### config.mk
export PLATFORM = sky130hd
export DESIGN_NAME = fir_decimator_flat
export DESIGN_NICKNAME = d
export VERILOG_FILES = /design/src/rtl/fir_decimator_if.sv /design/src/rtl/fir_decimator.sv /design/src/flat_wrapper.sv
export SDC_FILE = /design/constraint.sdc
export NUM_CORES = 1
export LEC_CHECK = 0
export CAP_MARGIN = 5
export CORE_ASPECT_RATIO = 0.75
export CORE_UTILIZATION = 49
export CTS_BUF_LIST = sky130_fd_sc_hd__clkbuf_16
export DETAILED_ROUTE_END_ITERATION = 10
export GPL_TIMING_DRIVEN = 0
export PLACE_DENSITY = 0.83
export SLEW_MARGIN = 5
export SYNTH_ARGS = -nofsm -noshare
export SYNTH_HDL_FRONTEND = slang
export SYNTH_SLANG_ARGS = --single-unit
### constraint.sdc
create_clock -name clk -period 1.9 [get_ports clk]
set_clock_uncertainty 0.1 [all_clocks]
set_input_delay 0.57 -clock clk [delete_from_list [all_inputs] [get_ports clk]]
set_output_delay 0.57 -clock clk [all_outputs]
set_load 0.05 [all_outputs]
### src/rtl/fir_decimator_if.sv
// fir_decimator_if: stream bundle for the FIR decimator.
//   in_valid/in_data  : sample stream from the filter
//   out_ready         : consumer accepts out_data this cycle
//   clr_ovf           : clears the sticky overflow flag
//   out_valid/out_data: FIFO head presented to the consumer
//   overflow          : sticky drop indicator
//   level             : FIFO occupancy, 0..FIFO_DEPTH
// master drives the inputs (filter + consumer side), slave is the decimator.
interface fir_decimator_if #(
    parameter int DATA_WIDTH = 16,
    parameter int FIFO_DEPTH = 4
);
    localparam int LW = $clog2(FIFO_DEPTH) + 1;

    logic                  in_valid;
    logic [DATA_WIDTH-1:0] in_data;
    logic                  out_ready;
    logic                  clr_ovf;
    logic                  out_valid;
    logic [DATA_WIDTH-1:0] out_data;
    logic                  overflow;
    logic [LW-1:0]         level;

    modport master (
        output in_valid, in_data, out_ready, clr_ovf,
        input  out_valid, out_data, overflow, level
    );

    modport slave (
        input  in_valid, in_data, out_ready, clr_ovf,
        output out_valid, out_data, overflow, level
    );
endinterface

### src/rtl/fir_decimator.sv
// fir_decimator: keeps one valid sample in every DECIM and buffers kept
// samples in a first-word-fall-through FIFO with a valid/ready output.
//   clk   : system clock, rising edge
//   rst_n : synchronous active-low reset
//   bus   : fir_decimator_if.slave (sample in, buffered sample out,
//           clr_ovf, sticky overflow, occupancy level)
module fir_decimator #(
    parameter int DATA_WIDTH = 16,
    parameter int DECIM      = 4,
    parameter int FIFO_DEPTH = 4
) (
    input  logic                clk,
    input  logic                rst_n,
    fir_decimator_if.slave      bus
);
    localparam int PW = (DECIM > 1) ? $clog2(DECIM) : 1;
    localparam int AW = $clog2(FIFO_DEPTH);
    localparam int LW = AW + 1;

    logic [PW-1:0]         r_phase;
    logic [AW-1:0]         r_wr_ptr;
    logic [AW-1:0]         r_rd_ptr;
    logic [LW-1:0]         r_level;
    logic                  r_out_valid;
    logic                  r_ovf;
    logic [DATA_WIDTH-1:0] r_mem [FIFO_DEPTH];

    logic                  w_keep;
    logic                  w_pop;
    logic                  w_full;
    logic                  w_push;
    logic                  w_drop;
    logic [LW-1:0]         w_level_nxt;

    always_comb begin
        w_keep = bus.in_valid && (r_phase == '0);
        w_pop  = r_out_valid && bus.out_ready;
        w_full = (r_level == LW'(FIFO_DEPTH));
        // A pop frees the head slot in the same cycle, so a full FIFO can
        // still accept a kept sample when the consumer is draining.
        w_push = w_keep && (!w_full || w_pop);
        w_drop = w_keep && w_full && !w_pop;

        w_level_nxt = r_level;
        if (w_push && !w_pop) begin
            w_level_nxt = r_level + LW'(1);
        end else if (w_pop && !w_push) begin
            w_level_nxt = r_level - LW'(1);
        end
    end

    always_ff @(posedge clk) begin
        if (!rst_n) begin
            r_phase     <= '0;
            r_wr_ptr    <= '0;
            r_rd_ptr    <= '0;
            r_level     <= '0;
            r_out_valid <= 1'b0;
            r_ovf       <= 1'b0;
        end else begin
            if (bus.in_valid) begin
                r_phase <= (r_phase == PW'(DECIM - 1)) ? '0 : r_phase + PW'(1);
            end
            if (w_push) begin
                r_wr_ptr <= r_wr_ptr + AW'(1);
            end
            if (w_pop) begin
                r_rd_ptr <= r_rd_ptr + AW'(1);
            end
            r_level     <= w_level_nxt;
            r_out_valid <= (w_level_nxt != '0);
            // Set has priority over clear.
            if (w_drop) begin
                r_ovf <= 1'b1;
            end else if (bus.clr_ovf) begin
                r_ovf <= 1'b0;
            end
        end
    end

    // Storage needs no reset: out_data is masked while nothing is buffered.
    always_ff @(posedge clk) begin
        if (rst_n && w_push) begin
            r_mem[r_wr_ptr] <= bus.in_data;
        end
    end

    assign bus.out_valid = r_out_valid;
    assign bus.out_data  = r_out_valid ? r_mem[r_rd_ptr] : '0;
    assign bus.overflow  = r_ovf;
    assign bus.level     = r_level;
endmodule

### src/flat_wrapper.sv
// flat-port wrapper written by rule: the top's interface ports become plain ports
module fir_decimator_flat 
#(
    parameter int DATA_WIDTH = 16,
    parameter int DECIM      = 4,
    parameter int FIFO_DEPTH = 4
)
  (clk, rst_n, bus_in_valid, bus_in_data, bus_out_ready, bus_clr_ovf, bus_out_valid, bus_out_data, bus_overflow, bus_level);
  fir_decimator_if #(.DATA_WIDTH(DATA_WIDTH), .FIFO_DEPTH(FIFO_DEPTH)) bus_i ();
  input  logic clk;
  input  logic rst_n;
  input wire logic [$bits(bus_i.in_valid)-1:0] bus_in_valid;
  input wire logic [$bits(bus_i.in_data)-1:0] bus_in_data;
  input wire logic [$bits(bus_i.out_ready)-1:0] bus_out_ready;
  input wire logic [$bits(bus_i.clr_ovf)-1:0] bus_clr_ovf;
  output wire logic [$bits(bus_i.out_valid)-1:0] bus_out_valid;
  output wire logic [$bits(bus_i.out_data)-1:0] bus_out_data;
  output wire logic [$bits(bus_i.overflow)-1:0] bus_overflow;
  output wire logic [$bits(bus_i.level)-1:0] bus_level;
  assign bus_i.in_valid = bus_in_valid;
  assign bus_i.in_data = bus_in_data;
  assign bus_i.out_ready = bus_out_ready;
  assign bus_i.clr_ovf = bus_clr_ovf;
  assign bus_out_valid = bus_i.out_valid;
  assign bus_out_data = bus_i.out_data;
  assign bus_overflow = bus_i.overflow;
  assign bus_level = bus_i.level;
  fir_decimator #(.DATA_WIDTH(DATA_WIDTH), .DECIM(DECIM), .FIFO_DEPTH(FIFO_DEPTH)) u_core (.clk(clk), .rst_n(rst_n), .bus(bus_i));
endmodule
Word level (Yosys, flattened, before mapping)

Memory sizes are Yosys's and may differ from the RTL's. A register that Yosys moved wholly into a read port is not among the register bits.
Index checks and enable logic that the tools add are counted.
Widths: inputs -> output; s select.

Register bits after elaboration: 11
Bits in writable memories: 64
Input port bits: 21
Output and inout port bits: 21
Word-level logic and storage cells: 39
Memories: 1

Add/subtract/negate cells: 5
Equal/unequal tests: 2
Muxes and demuxes: 10
Reductions and logical operators: 15

Memories:

| name         | words | width | read ports | clocked after memory_dff | wr ports | line                | text |
|---|---|---|---|---|---|---|---|
| u_core.r_mem | 4     | 16    | 1          | 1                        | 1        | fir_decimator.sv:26 | `logic [DATA_WIDTH-1:0] r_mem [FIFO_DEPTH];` |

Operators by type and width:

| cell                | number |
|---|---|
| $mux 16             | 1 |
| $logic_and 1x1->1   | 8 |
| $add 2x1->2 const B | 3 |
| $mux 2              | 3 |
| $mux 3              | 2 |
| $mux 1              | 4 |
| $add 3x1->3 const B | 1 |
| $eq 3x3->1 const B  | 1 |
| $logic_not 1->1     | 3 |
| $reduce_bool 3->1   | 1 |
| $sub 3x1->3 const B | 1 |
| $eq 2x2->1 const B  | 1 |
| $logic_not 2->1     | 1 |
| $reduce_bool 2->1   | 1 |
| $logic_or 1x1->1    | 1 |

Depth between registers and ports, before layout

Gate-level depths: netlist (run 1).

Depth after elaboration: 9
Depth in mapped cells: 6
Gate-level depth less buffers: 6

Worst setup path before layout (run 1)

Ideal clock, no wire load.

Kind: reg2reg
Start point: register u_core.r_level[0] (netlist: u_core.bus.level[0])
End point: memory u_core.r_mem[0][0], enable pin
Library setup time: 374 ps
Arrival time: 1833 ps
Required time: 1426 ps
Slack: -407 ps
Cell stages (with the launch flop): 5
Buffers on the path: 0
Clock period less this slack: 2307 ps
Path through: dfxtp_1 inv_1 ha_1 a31oi_4 and3_1

Cells in the longest elaborated chain, start to end: 7

RTL lines:

| what                         | line                | text |
|---|---|---|
| start: declaration           | fir_decimator.sv:23 | `logic [LW-1:0] r_level;` |
| start signal: assignment     | fir_decimator.sv:70 | `r_level <= w_level_nxt;` |
| $eq 3x3->1                   | fir_decimator.sv:38 | `w_full = (r_level == LW'(FIFO_DEPTH));` |
| $logic_not 1->1              | fir_decimator.sv:41 | `w_push = w_keep && (!w_full \|\| w_pop);` |
| $logic_or 1x1->1             | fir_decimator.sv:41 |  |
| $logic_and 1x1->1            | fir_decimator.sv:41 |  |
| $logic_and 1x1->1            | fir_decimator.sv:83 | `if (rst_n && w_push) begin` |
| $mux 1                       | fir_decimator.sv:83 |  |
| $mux 1 (implied by the code) | fir_decimator.sv:84 | `r_mem[r_wr_ptr] <= bus.in_data;` |
| end: declaration             | fir_decimator.sv:26 |  |

Every way passes these cells.

==> results_dict.tcl, run 1 <==
set metrics [dict create \
    outcome "complete, but fails checks" \
    violations "negative setup slack" \
    yosysTopAreaCellShare_pct 60.40 \
    rows 25 \
    r2r_slack_ps 110 \
    synthesis.instances 178 \
    regArea_um2 2187 \
    dr_wl_met2_um 3066 \
    synth_fp_nets 208 \
    clk_pin_slew_ps 60 \
    highest_layer "met4" \
    irDropWorstVdd_mv 0.6637 \
    start_util_pct 50.61 \
    end_kind "output port" \
    combPwrFrac_pct 30.4 \
    synthTopCellsByArea "edfxtp_1 60%, dfxtp_1 8.2%, mux4_2 7.1%" \
    clockBufferDepth 2 \
    hold_violations 0 \
    synth_cell_types 38 \
    routed-wl-met3_um 185 \
    cts_tree "yes" \
    synth-edff-count 64 \
    slew_headroom_pct 67.91 \
    h-tree-depth 3 \
    async_flop_share_pct 0 \
    totalWireLength_um 6173 \
    grt_pass1_wl_um 9535 \
    diodes 0 \
    drc 0 \
    worst_hold_path_type "flip-flop to flip-flop" \
    rr_worst_depth 5 \
    vias_per_cell 5.270 \
    critPathLaunchType "flip-flop" \
    grt_pass1_vias 1728 \
    cts.hold.buffers_added 0 \
    die_w_um 95.05 \
    grt-ovfl-total 0 \
    synth_area_um2 3182 \
    drive_gt1_share_pct 38.17 \
    power_switching_mw 1.697 \
    grt_start_max_net_pins 17 \
    cts_root_buf "clkbuf_16" \
    die_area_um2 6823 \
    crit_type "flip-flop to output port" \
    hpwl_um 3645 \
    place_congestion 0.7239 \
    p_sw_share_pct 30.62 \
    die_h_um 71.79 \
    synth.yosys.seq_area_share_pct 68.58 \
    wl_met1_um 2721 \
    power_density_nw_per_um2 1332 \
    crit-reg2reg-launch "u_core.r_phase[0]$_SDFFE_PN0P_" \
    hold_depth 2 \
    slew_violations 0 \
    io_pins 42 \
    final_antenna_net_count 0 \
    period_share_pct 127.8 \
    wl_per_cell_um 19.17 \
    intPower_mw 3.846 \
    syn_to_final_growth_pct 30.79 \
    finalWorstSetupSlack_ps -527.5 \
    setup_viol 16 \
    r2r-end "u_core.r_mem[3][15]$_DFFE_PP_" \
    seqPwrFrac_pct 36.4 \
    drt_iter0_markers 134 \
    grtUsageTotal_pct 20.18 \
    fin_util_pct 66.19 \
    cp.required_ps 1230 \
    tightestPinTransition_ps 483.2 \
    syn_avg_cell_area_um2 17.88 \
    yosys_warnings 0 \
    cts.sinks 77 \
    clk_latency_ps 330 \
    worstHoldEndpoint "u_core.bus.overflow$_SDFFE_PN0P_" \
    final_nets 266 \
    layout_min_cycle_time_ps 2427 \
    max_freq_mhz 412.0 \
    cp_data_arrival_time_ps 1760 \
    cts_made_buffers 9 \
    ys.flop_type "edfxtp_1" \
    whs_ps 398.8 \
    multi_input_area_um2 953.4 \
    drt-pass1-iter-count 4 \
    rsz0062_at_grt "true" \
    fillers 418 \
    yosys.area.top_type "edfxtp_1" \
    core-area_um2 6287 \
    critical_path.max_fanout 5 \
    clockPowerShare_pct 33.3 \
    min_from "u_core.bus.overflow$_SDFFE_PN0P_" \
    via_count 1697 \
    io_buffers 41 \
    p_leak_nw 1.483 \
    antenna_found_initial 0 \
    synth_seq_cells 77 \
    timing.max_cap.violations 0 \
]
## layout make-up
class,count,area share (%)
Sequential cell,77,52.56
Multi-Input combinational cell,86,22.91
Timing Repair Buffer,48,12.33
Clock buffer,9,5.412
Tap cell,81,2.435
Clock inverter,7,2.405
Buffer,5,1.143
Inverter,9,0.8118
## power by group through the flow
stage	logic (mW)	registers [mW]	clock network, mW
3_3_place_gp	1.54	2.04	0
4_1_cts	1.71	2.01	1.88
2_1_floorplan	1.05	2.13	0
5_1_grt	1.78	2.03	1.94
6_report	1.68	2.02	1.84
3_5_place_dp	1.57	2.05	0
## through the flow
step | total power [mW] | instance area (µm²) | TNS [ps] | cells | setup slack [ps]
final | 5.544 | 4161 | -7938 | 322 | -527.5
after global routing | 5.748 | 4161 | -8684 | 322 | -590.3
after CTS | 5.602 | 4194 | -8444 | 323 | -589.7
after detailed placement | 3.617 | 3759 | -47810 | 300 | -769.6
after global placement | 3.578 | 3759 | -45330 | 300 | -741.3
after floorplan | 3.183 | 3247 | -429.7 | 178 | -42.97
## worst max-delay path, cell delays in order (launching register included)
cell and delay (ps):
dfxtp_2 330, buf_8 110, buf_8 130, mux4_2 530, and2_4 190, buf_8 140
## cell usage in the layout (no fill, tap or decap), drive strengths merged, types with 4 or more instances in the layout
cell type,instances
and2,16
and3,4
buf,28
clkbuf,10
clkdlybuf4s15,4
clkdlybuf4s50,18
dfxtp,13
edfxtp,64
ha,9
inv,10
mux4,16
nor2,8
## Yosys cell counts, types with 2 or more instances
master	count
a21oi_1	2
and2_1	16
and3_1	4
buf_2	2
buf_6	2
dfxtp_1	13
edfxtp_1	64
ha_1	9
inv_1	8
mux2i_1	2
mux4_1	6
mux4_2	10
nand2_2	2
nand2b_1	2
nand3_1	3
nor2_1	8
nor3_1	3
xor2_1	2
## per-layer routing
layer,GRT usage (%),vias up
met5,0,-
met4,9.091,0
met3,5.308,18
met2,32.45,37
met1,25.93,837
li1,-,805
## logic make-up (layout without fill, tap and decap cells)
group                      after synthesis  after routing  share of synthesized area [%]
DFF                                     77             77                          68.58
and+or+nand+nor                         42             42                          7.628
muxes                                   18             18                          12.66
buffers and inverters                   15             78                          2.831
AOI/OAI and AO/OA                       14             14                          3.933
adders and majority gates                9              9                          3.539
xor gates and xnor gates                 3              3                         0.8259
## how the worst max path moves through the flow
stage	cells after the start	slack, ps	from	endpoint
after detailed placement	5	-770	flip-flop	bus_out_data[13]
final	5	-530	flip-flop	bus_out_data[12]
after global placement	5	-740	flip-flop	bus_out_data[10]
after global routing	5	-590	flip-flop	bus_out_data[12]
after floorplan	4	-40	flip-flop	bus_out_data[10]
after CTS	6	-590	flip-flop	bus_out_data[6]
## sequential cells by signal, indices dropped and copies added (netlist names), named ones only
name	cells
u_core.r_mem	64
u_core.bus.level	3
u_core.r_phase	2
u_core.r_rd_ptr	2
u_core.r_wr_ptr	2
u_core.bus.out_valid	1
u_core.bus.overflow	1
## what timing repair did
action                     CTS  global route
cloned                       1             0
pin swaps                    2             0
resized for setup          134            13
setup buffers                6             1
setup endpoints to repair   85            20
Note: power is estimated with default switching activity, not from simulation.
==> inputs of run 2 (changes only) <==
--- a/config.mk
+++ b/config.mk
@@ -7,11 +7,10 @@
 export LEC_CHECK = 0
 export CAP_MARGIN = 5
 export CORE_ASPECT_RATIO = 0.75
-export CORE_UTILIZATION = 49
-export CTS_BUF_LIST = sky130_fd_sc_hd__clkbuf_16
+export CORE_UTILIZATION = 35
 export DETAILED_ROUTE_END_ITERATION = 10
 export GPL_TIMING_DRIVEN = 0
-export PLACE_DENSITY = 0.83
+export PLACE_DENSITY = 0.65
 export SLEW_MARGIN = 5
 export SYNTH_ARGS = -nofsm -noshare
 export SYNTH_HDL_FRONTEND = slang
==> run 2 against run 1 <==
Net effect: the flow finishes with violations (design-rule violations, negative setup slack); sequential power is essentially flat; die area grew 39%; fmax grew 0.15%; largest power group unchanged; critical endpoint is now bus_out_data[11]; global-route usage shrank 7.4 points.
==> results_dict.tcl, run 2 (synthesis results as in run 1) <==
set metrics [dict create \
    outcome "complete, but fails checks" \
    violations "design-rule violations, negative setup slack" \
    final_cell_mix "64 x edfxtp_1, 17 x clkdlybuf4s50_1, 16 x mux4_2, 16 x and2_4, 12 x buf_6" \
    hold_violations 0 \
    h-tree-depth 3 \
    period_share_pct 127.6 \
    largest_reg_flops 64 \
    fin_setup_tns_ps -7776 \
    via_count 1780 \
    grtUsageTotal_pct 12.82 \
    rr_worst_depth 6 \
    cts.sinks 77 \
    start_util_pct 36.84 \
    drive_gt1_share_pct 42.46 \
    antenna_found_initial 0 \
    die_area_um2 9480 \
    cts_made_buffers 9 \
    place_inst 327 \
    grt-ovfl-total 0 \
    worst_hold_path_type "flip-flop to flip-flop" \
    rsz0062_at_grt "true" \
    placed_area_um2 3792 \
    timing.max_cap.violations 0 \
    slew_violations 0 \
    clk_pin_slew_ps 60 \
    cts_root_buf "clkbuf_16" \
    die_h_um 84.57 \
    crit_type "flip-flop to output port" \
    place_ws_ps -788.1 \
    drt_iter0_markers 119 \
    grt_start_max_net_pins 17 \
    combPwrFrac_pct 33.4 \
    vias_per_cell 4.944 \
    final_nets 277 \
    clk_latency_ps 330 \
    drt-pass1-iter-count 7 \
    cp_data_arrival_time_ps 1750 \
    io_pins 42 \
    layout.cells.non_filler 360 \
    min_from "u_core.bus.overflow$_SDFFE_PN0P_" \
    top_register "u_core.r_mem" \
    clockBufferDepth 2 \
    cts_tree "yes" \
    final_antenna_net_count 0 \
    p_sw_share_pct 31.73 \
    hold_depth 2 \
    cp.required_ps 1230 \
    setup_viol 16 \
    diodes 0 \
    worstHoldEndpoint "u_core.bus.overflow$_SDFFE_PN0P_" \
    io_buffers 41 \
    postLayoutCellArea_um2 4297 \
    tightestPinTransition_ps 485.8 \
    r2r-end "u_core.r_mem[0][13]$_DFFE_PP_" \
    totalWireLength_um 5834 \
    max_freq_mhz 412.6 \
    place_congestion 0.7295 \
    r2r_slack_ps 120 \
    critical-path-max-stage-delay_ps 500 \
    hpwl_um 3462 \
    irDropWorstVdd_mv 0.5055 \
    wl_per_cell_um 16.21 \
    slew_headroom_pct 67.56 \
    critical_path.max_fanout 8 \
    grt_pass1_wl_um 8976 \
    critPathLaunchType "flip-flop" \
    layout_min_cycle_time_ps 2424 \
    grt_pass1_vias 1686 \
    crit-reg2reg-launch "u_core.r_phase[0]$_SDFFE_PN0P_" \
    power_density_nw_per_um2 1256 \
    syn_to_final_growth_pct 35.04 \
    clockPowerShare_pct 29.3 \
    crit_chain "buf_8 > buf_12 > mux4_2 > and2_4 > buf_6" \
    core-area_um2 8636 \
    p_leak_nw 1.533 \
    seqPwrFrac_pct 37.3 \
    slowest_stage "mux4_2" \
    finalWorstSetupSlack_ps -523.9 \
    drc 3 \
    die_w_um 112.1 \
    intPower_mw 3.685 \
    power_switching_mw 1.713 \
    rows 29 \
    layout_commonest_cell "edfxtp_1" \
    end_kind "output port" \
]
[run 2: cell types whose count changed in the layout (fill, tap and decap cells not counted), sizes merged]
cell,before,now
clkdlybuf4s50,18,17
clkbuf,10,11
clkinvlp,1,2
buf,28,36
inv,10,11
clkdlybuf4s15,4,3
bufinv,2,0
and3,4,7
dlymetal6s2s,0,1
[run 2: final cells by class]
cell class                 instances  area (µm²)
fill                             729        4339
sequential                        77        2187
multi-input combinational         89       985.9
timing repair buffer              55       603.1
clock buffer                       9       225.2
tap                              108       135.1
buffer                             6       63.81
clock inverter                     7       58.81
inverter                           9       37.54
[run 2: what timing repair did]
action	CTS	global route
endpoints found under the setup margin	85	77
hold buffers	0	0
buffers inserted	8	5
pin swaps	5	6
resized for setup	136	15
cloned	1	3
[run 2: worst max path at each step]
stage / start / end / slack (ps)
2_1_floorplan: flip-flop / bus_out_data[10] / -40
3_3_place_gp: u_core.bus.out_valid$_SDFF_PN0_ / bus_out_data[11] / -790
3_5_place_dp: u_core.bus.out_valid$_SDFF_PN0_ / bus_out_data[11] / -790
4_1_cts: flip-flop / bus_out_data[11] / -560
5_1_grt: flip-flop / bus_out_data[11] / -600
6_report: flip-flop / bus_out_data[11] / -520
[run 2: layer usage]
layer	vias to the layer above	track usage, %	share of wire, %
li1	838	-	-
met1	878	17.31	47
met2	59	19.48	45
met3	5	4.765	6.8
met4	0	3.636	0.60
met5	-	0	0
[run 2: worst max-delay path: cells and delay by family (launching register included)]
kind	cells	cell delay, ps
buffers and inverters	3	420
multiplexers	1	500
AND/OR/NAND/NOR	1	180
flip-flops	1	330
[run 2: power by group through the flow]
stage,registers [mW],clock network [mW],logic (mW)
floorplan,2.13,0,1.05
global placement,2.04,0,1.57
detailed placement,2.05,0,1.58
CTS,2.01,1.62,1.73
global route,2.03,1.69,1.92
finish,2.01,1.58,1.80
[run 2: metrics by stage]
| stage | hold slack [ps] | util [%] | total power, mW |
|---|---|---|---|
| 2_1_floorplan | 384.7 | - | 3.183 |
| 3_3_place_gp | 382.9 | 43.91 | 3.613 |
| 3_5_place_dp | 395.2 | 43.91 | 3.627 |
| 4_1_cts | 404.5 | 48.64 | 5.354 |
| 5_1_grt | 432.7 | 49.75 | 5.630 |
| 6_report | 415.3 | 49.75 | 5.398 |
